**src/rtl/sram_arbiter.sv**
```systemverilog
// sram_arbiter: two-port (CPU / DMA) arbiter and access sequencer
// for the shared 1Mx16 SRAM; fixed strobe window, one-cycle ack.
//
// Ports:
//   Clk, Reset          clock, async active-high reset
//   cpu_* / dma_*       req/we/addr/wdata in, ack/rdata out per port
//   Mem_CE..Mem_WE      active-low SRAM strobes (Moore, from state)
//   ADDR, Data_to_SRAM  latched address (zero-extended) and write data
//   data_oe             tristate enable, high in a write access window
//   Data_from_SRAM      read data from the tristate buffer
//   busy, owner         not-IDLE flag; current/last granted port
module sram_arbiter #(
    parameter int ACCESS_CYCLES = 2,
    parameter int ADDR_W        = 16
) (
    input  logic              Clk,
    input  logic              Reset,
    input  logic              cpu_req,
    input  logic              cpu_we,
    input  logic [ADDR_W-1:0] cpu_addr,
    input  logic [15:0]       cpu_wdata,
    output logic              cpu_ack,
    output logic [15:0]       cpu_rdata,
    input  logic              dma_req,
    input  logic              dma_we,
    input  logic [ADDR_W-1:0] dma_addr,
    input  logic [15:0]       dma_wdata,
    output logic              dma_ack,
    output logic [15:0]       dma_rdata,
    output logic              Mem_CE,
    output logic              Mem_UB,
    output logic              Mem_LB,
    output logic              Mem_OE,
    output logic              Mem_WE,
    output logic [19:0]       ADDR,
    output logic [15:0]       Data_to_SRAM,
    output logic              data_oe,
    input  logic [15:0]       Data_from_SRAM,
    output logic              busy,
    output logic              owner
);

    typedef enum logic [1:0] {
        IDLE,
        ACCESS,
        DONE
    } state_t;

    localparam logic [3:0] LOAD = 4'(ACCESS_CYCLES - 1);
    localparam logic       CPU  = 1'b0;
    localparam logic       DMA  = 1'b1;

    state_t            state;
    state_t            state_nx;
    logic [3:0]        cnt;
    logic [3:0]        cnt_nx;
    logic              last_served;
    logic              we_q;
    logic [ADDR_W-1:0] addr_q;
    logic [15:0]       wdata_q;
    logic              any_req;
    logic              winner;
    logic              grant;
    logic              last_edge;
    logic              in_access;

    // A tie goes to the port not served last; otherwise
    // whichever single port is requesting.
    always_comb begin
        any_req = cpu_req | dma_req;
        winner  = dma_req;
        if (cpu_req && dma_req)
            winner = ~last_served;
    end

    assign grant     = (state == IDLE) && any_req;
    assign last_edge = (state == ACCESS) && (cnt == 4'd0);

    always_ff @(posedge Clk or posedge Reset) begin
        if (Reset) begin
            state <= IDLE;
            cnt   <= 4'd0;
        end else begin
            state <= state_nx;
            cnt   <= cnt_nx;
        end
    end

    always_comb begin
        state_nx = state;
        cnt_nx   = cnt;
        unique case (state)
            IDLE: begin
                if (any_req) begin
                    state_nx = ACCESS;
                    cnt_nx   = LOAD;
                end
            end
            ACCESS: begin
                if (cnt == 4'd0)
                    state_nx = DONE;
                else
                    cnt_nx = cnt - 4'd1;
            end
            DONE: state_nx = IDLE;
            default: state_nx = IDLE;
        endcase
    end

    // Request inputs are only looked at in the grant cycle;
    // everything after that runs from these latched copies.
    always_ff @(posedge Clk or posedge Reset) begin
        if (Reset) begin
            owner       <= CPU;
            last_served <= DMA;
            we_q        <= 1'b0;
            addr_q      <= '0;
            wdata_q     <= '0;
        end else if (grant) begin
            owner       <= winner;
            last_served <= winner;
            we_q        <= winner ? dma_we    : cpu_we;
            addr_q      <= winner ? dma_addr  : cpu_addr;
            wdata_q     <= winner ? dma_wdata : cpu_wdata;
        end
    end

    // Read data captured on the final ACCESS edge, OE still low.
    always_ff @(posedge Clk or posedge Reset) begin
        if (Reset) begin
            cpu_rdata <= '0;
            dma_rdata <= '0;
        end else if (last_edge && !we_q) begin
            if (owner == DMA)
                dma_rdata <= Data_from_SRAM;
            else
                cpu_rdata <= Data_from_SRAM;
        end
    end

    assign in_access    = (state == ACCESS);
    assign Mem_CE       = ~in_access;
    assign Mem_UB       = ~in_access;
    assign Mem_LB       = ~in_access;
    assign Mem_OE       = ~(in_access & ~we_q);
    assign Mem_WE       = ~(in_access & we_q);
    assign data_oe      = in_access & we_q;
    assign ADDR         = 20'(addr_q);
    assign Data_to_SRAM = wdata_q;
    assign busy         = (state != IDLE);
    assign cpu_ack      = (state == DONE) && (owner == CPU);
    assign dma_ack      = (state == DONE) && (owner == DMA);

endmodule

```
**config.mk**
```make
export PLATFORM = sky130hd
export DESIGN_NAME = sram_arbiter
export DESIGN_NICKNAME = d
export VERILOG_FILES = /design/src/rtl/sram_arbiter.sv
export SDC_FILE = /design/constraint.sdc
export NUM_CORES = 1
export LEC_CHECK = 0
export BUFFER_PORTS_ARGS = -buffer_cell sky130_fd_sc_hd__buf_4
export CORE_AREA = 3 3 101 103
export DETAILED_ROUTE_END_ITERATION = 10
export DIE_AREA = 0 0 104 106
export MAX_ROUTING_LAYER = met4
export SYNTH_ARGS = -nofsm -noshare
export SYNTH_HDL_FRONTEND = slang
export SYNTH_SLANG_ARGS = --single-unit
```
**constraint.sdc**
```tcl
create_clock -name Clk -period 3.8 [get_ports Clk]
set_input_delay 0.57 -clock Clk [delete_from_list [all_inputs] [get_ports Clk]]
set_output_delay 0.57 -clock Clk [all_outputs]
set_load 0.02 [all_outputs]
```
==> results.cfg <==
[outcome]
status = finished clean

[cells_and_area]
areaGrowthSynthToFinish_pct = 46.01
multi_input_area_um2 = 1289
drive_above_1_share_pct = 47.53
antennaDiodeCount = 0
final_area_um2 = 4765
nFillCells = 874
utilization_pct = 51.32
final_nets = 548
regArea_um2 = 1828
layout.cells.most_common_list = buf_4, dfrtp_1, nand2_1
final_common_cell = buf_4

[clocking]
post-cts-setup-buffers = 0
clk_pin_slew_ns = 0.07
cts_resized = 0
root_buffer = clkbuf_8
htreeDepth = 3
cts_tree = done
cts_buffer_depth = 2
ctsHoldBuffers = 0
numCtsBuffers = 9
clock-sinks = 73
clk_latency_ns = 0.34

[global_routing]
grt_util_met2_pct = 25.58
antenna_found_initial = 0
grt_max_degree = 47
grt_pass1_wl_mm = 14.42
use_met3_pct = 5.161
grt_pass1_vias = 2825
grt-ovfl-total = 0
grt.busiest_layer = met2
met1_usage_pct = 21.05
grt_use_total_pct = 16.59

[yosys]
synth-compound-area-share_pct = 13.96
synthAdderAreaFrac_pct = 0.7669
avgSynthCellArea_um2 = 10.53
synth_seq_cells = 73
ys_warn_count = 0
synthSimpleGateAreaFrac_pct = 11.92
synth_mux_area_share_pct = 12.19
synth.distinct_cells = 37
synth_area_um2 = 3263
syn_inst = 310
synth_top_family_by_area = compound AO/OA/AOI/OAI gates
synth_xor_area_share_pct = 0
seq_area_frac_synth_pct = 56.02

[placed_design]
place.detailed.hpwl_mm = 6.430
place_area_um2 = 4536
io_buffers = 159
pre_cts_slack_ns = 1.282
place_congestion = 0.8278

[timing]
timing.hold.ws_ns = 0.3003
max_freq_ghz = 0.4000
period_needed_ns = 2.500
worst_slew_pin_slew_ns = 0.8627
maxSlewHeadroom_pct = 42.18
maxSlewViolCount = 0
fin_ws_ns = 1.300
fin_crit_sh_pct = 65.79
hold_viol = 0
rsz0062_at_grt = false
fin_tns_setup_ns = 0
finClkSkew_ns = 0.008559
setup_viol = 0

[die]
initial_core_util_pct = 35.15
rows = 35
core_um2 = 9284
ios = 164
die_h_um = 106
dieWidth_um = 104
design.die.area_um2 = 11020

[detailed_routing]
wl_per_cell_um = 15.11
drt-pass1-iter-count = 4
drcViolationCount = 0
first_iter_violations = 86
drt-total-wl_mm = 8.973
ant_nets = 0
via_per_inst = 4.830
vias = 2869

[flow_run]
cap_viol_max_count = 0

[power]
pwr-share-comb_pct = 50.9
p_per_area_nw_per_um2 = 899.4
p_leak_nw = 2.314
p_sw_w = 0.001716
p_int_w = 0.002569
pwr-share-seq_pct = 33.1
pwr-share-clk_pct = 16.0
irDropWorstVdd_uv = 358.2
switching_share_pct = 40.04

[setup_path]
critPathMaxFanout = 16
crit_required_ns = 4.02
worstPathArrival_ns = 2.72
critPathCaptureType = flip-flop
cp-start-kind = flip-flop
slowest_stage = or4_1
cp_num_buf_inv = 1
max_stage_delay_ns = 0.82
path_cells = inv_1, ha_1, or3b_1, or4_1, mux2_4
crit_family = simple AND/OR/NAND/NOR gates
path_class = flip-flop to flip-flop

[hold_path]
min_path_type = primary input to async pin
==> worst paths after layout <==
check | start | to | slack [ns] | cells past startpoint
setup / recovery | cnt[0] | cpu_rdata[4] | 1.30 | 5
hold / removal | Reset | addr_q[7] | 0.30 | 2
setup reg to reg | cnt[0] | cpu_rdata[4] | 1.30 | 5
hold reg to reg | dma_rdata[5] | dma_rdata[5] | 0.51 | 1
max in group asynchronous | Reset | cpu_rdata[3] | 2.48 | 3
min in group Clk | cpu_req | last_served | 0.41 | 2
==> through the flow <==
stage	power, W	instances
after CTS	0.004339	594
final	0.004285	594
after floorplan	0.002703	313
after global placement	0.003604	578
after global routing	0.004574	594
after detailed placement	0.003645	578
==> cells by family after synthesis <==
family,after synthesis
adders and majority gates,2
muxes,32
and+or+nand+nor,89
buffers and inverters,35
AOI/OAI and AO/OA,78
DFF,73
other,1
==> Yosys cell counts (all sizes together) <==
| master | number | share of area, % |
|---|---|---|
| dfrtp | 72 | 55 |
| nand2 | 70 | 8.1 |
| a21oi | 37 | 5.7 |
| a31oi | 34 | 6.5 |
| mux2 | 32 | 12 |
| clkbuf | 18 | 2.1 |
| buf | 10 | 2.1 |
| inv | 7 | 0.81 |
| and2 | 2 | 0.38 |
| ha | 2 | 0.77 |
| nor2 | 2 | 0.23 |
| nor3 | 2 | 0.31 |
| nor3b | 2 | 0.46 |
| or4 | 2 | 0.46 |
| a21bo | 1 | 0.31 |
| a21boi | 1 | 0.23 |
| a221o | 1 | 0.31 |
| a22o | 1 | 0.27 |
| a31o | 1 | 0.27 |
| and2b | 1 | 0.27 |
| and3b | 1 | 0.27 |
| conb | 1 | 0.11 |
| dfstp | 1 | 0.81 |
| nand2b | 1 | 0.19 |
| nand4b | 1 | 0.27 |
| nor2b | 1 | 0.19 |
| nor4 | 1 | 0.19 |
| o21ai | 1 | 0.15 |
| o21bai | 1 | 0.23 |
| or2 | 1 | 0.19 |
| or3 | 1 | 0.19 |
| or3b | 1 | 0.27 |
==> registers in the layout, indices dropped and copies added (netlist names) <==
register	cells
state	2
cpu_rdata	16
last_served	1
cnt	4
Data_to_SRAM	16
dma_rdata	16
addr_q	16
owner	1
we_q	1
==> worst reg2reg max path: stages (launching register included) <==
cell     delay (ns)
dfrtp_1        0.39
inv_1          0.10
ha_1           0.21
or3b_1         0.41
or4_1          0.82
mux2_4         0.45
==> per-layer routing <==
metal | vias to the layer above | share of wire [%]
met2 | 128 | 46
li1 | 1366 | -
met1 | 1367 | 45
met4 | 0 | 0.95
met5 | - | 0
met3 | 8 | 8.2
==> area by class of cell <==
cell class                      instances  share of cell area, %
Tap cell                              129                  3.388
Sequential cell                        73                  38.37
Inverter                                7                 0.5515
Multi-Input combinational cell        205                  27.05
Timing Repair Buffer                  164                  25.84
Clock buffer                           11                  3.178
Clock inverter                          5                  1.628
==> power by group through the flow <==
stage | clock [W] | sequential, W | combinational, W
6_report | 0.000686 | 0.00142 | 0.00218
5_1_grt | 0.000738 | 0.00148 | 0.00236
4_1_cts | 0.000705 | 0.00142 | 0.00221
3_5_place_dp | 0 | 0.00143 | 0.00222
3_3_place_gp | 0 | 0.00142 | 0.00218
2_1_floorplan | 0 | 0.00182 | 0.000878
No activity file was read; power rests on OpenSTA's default activity.
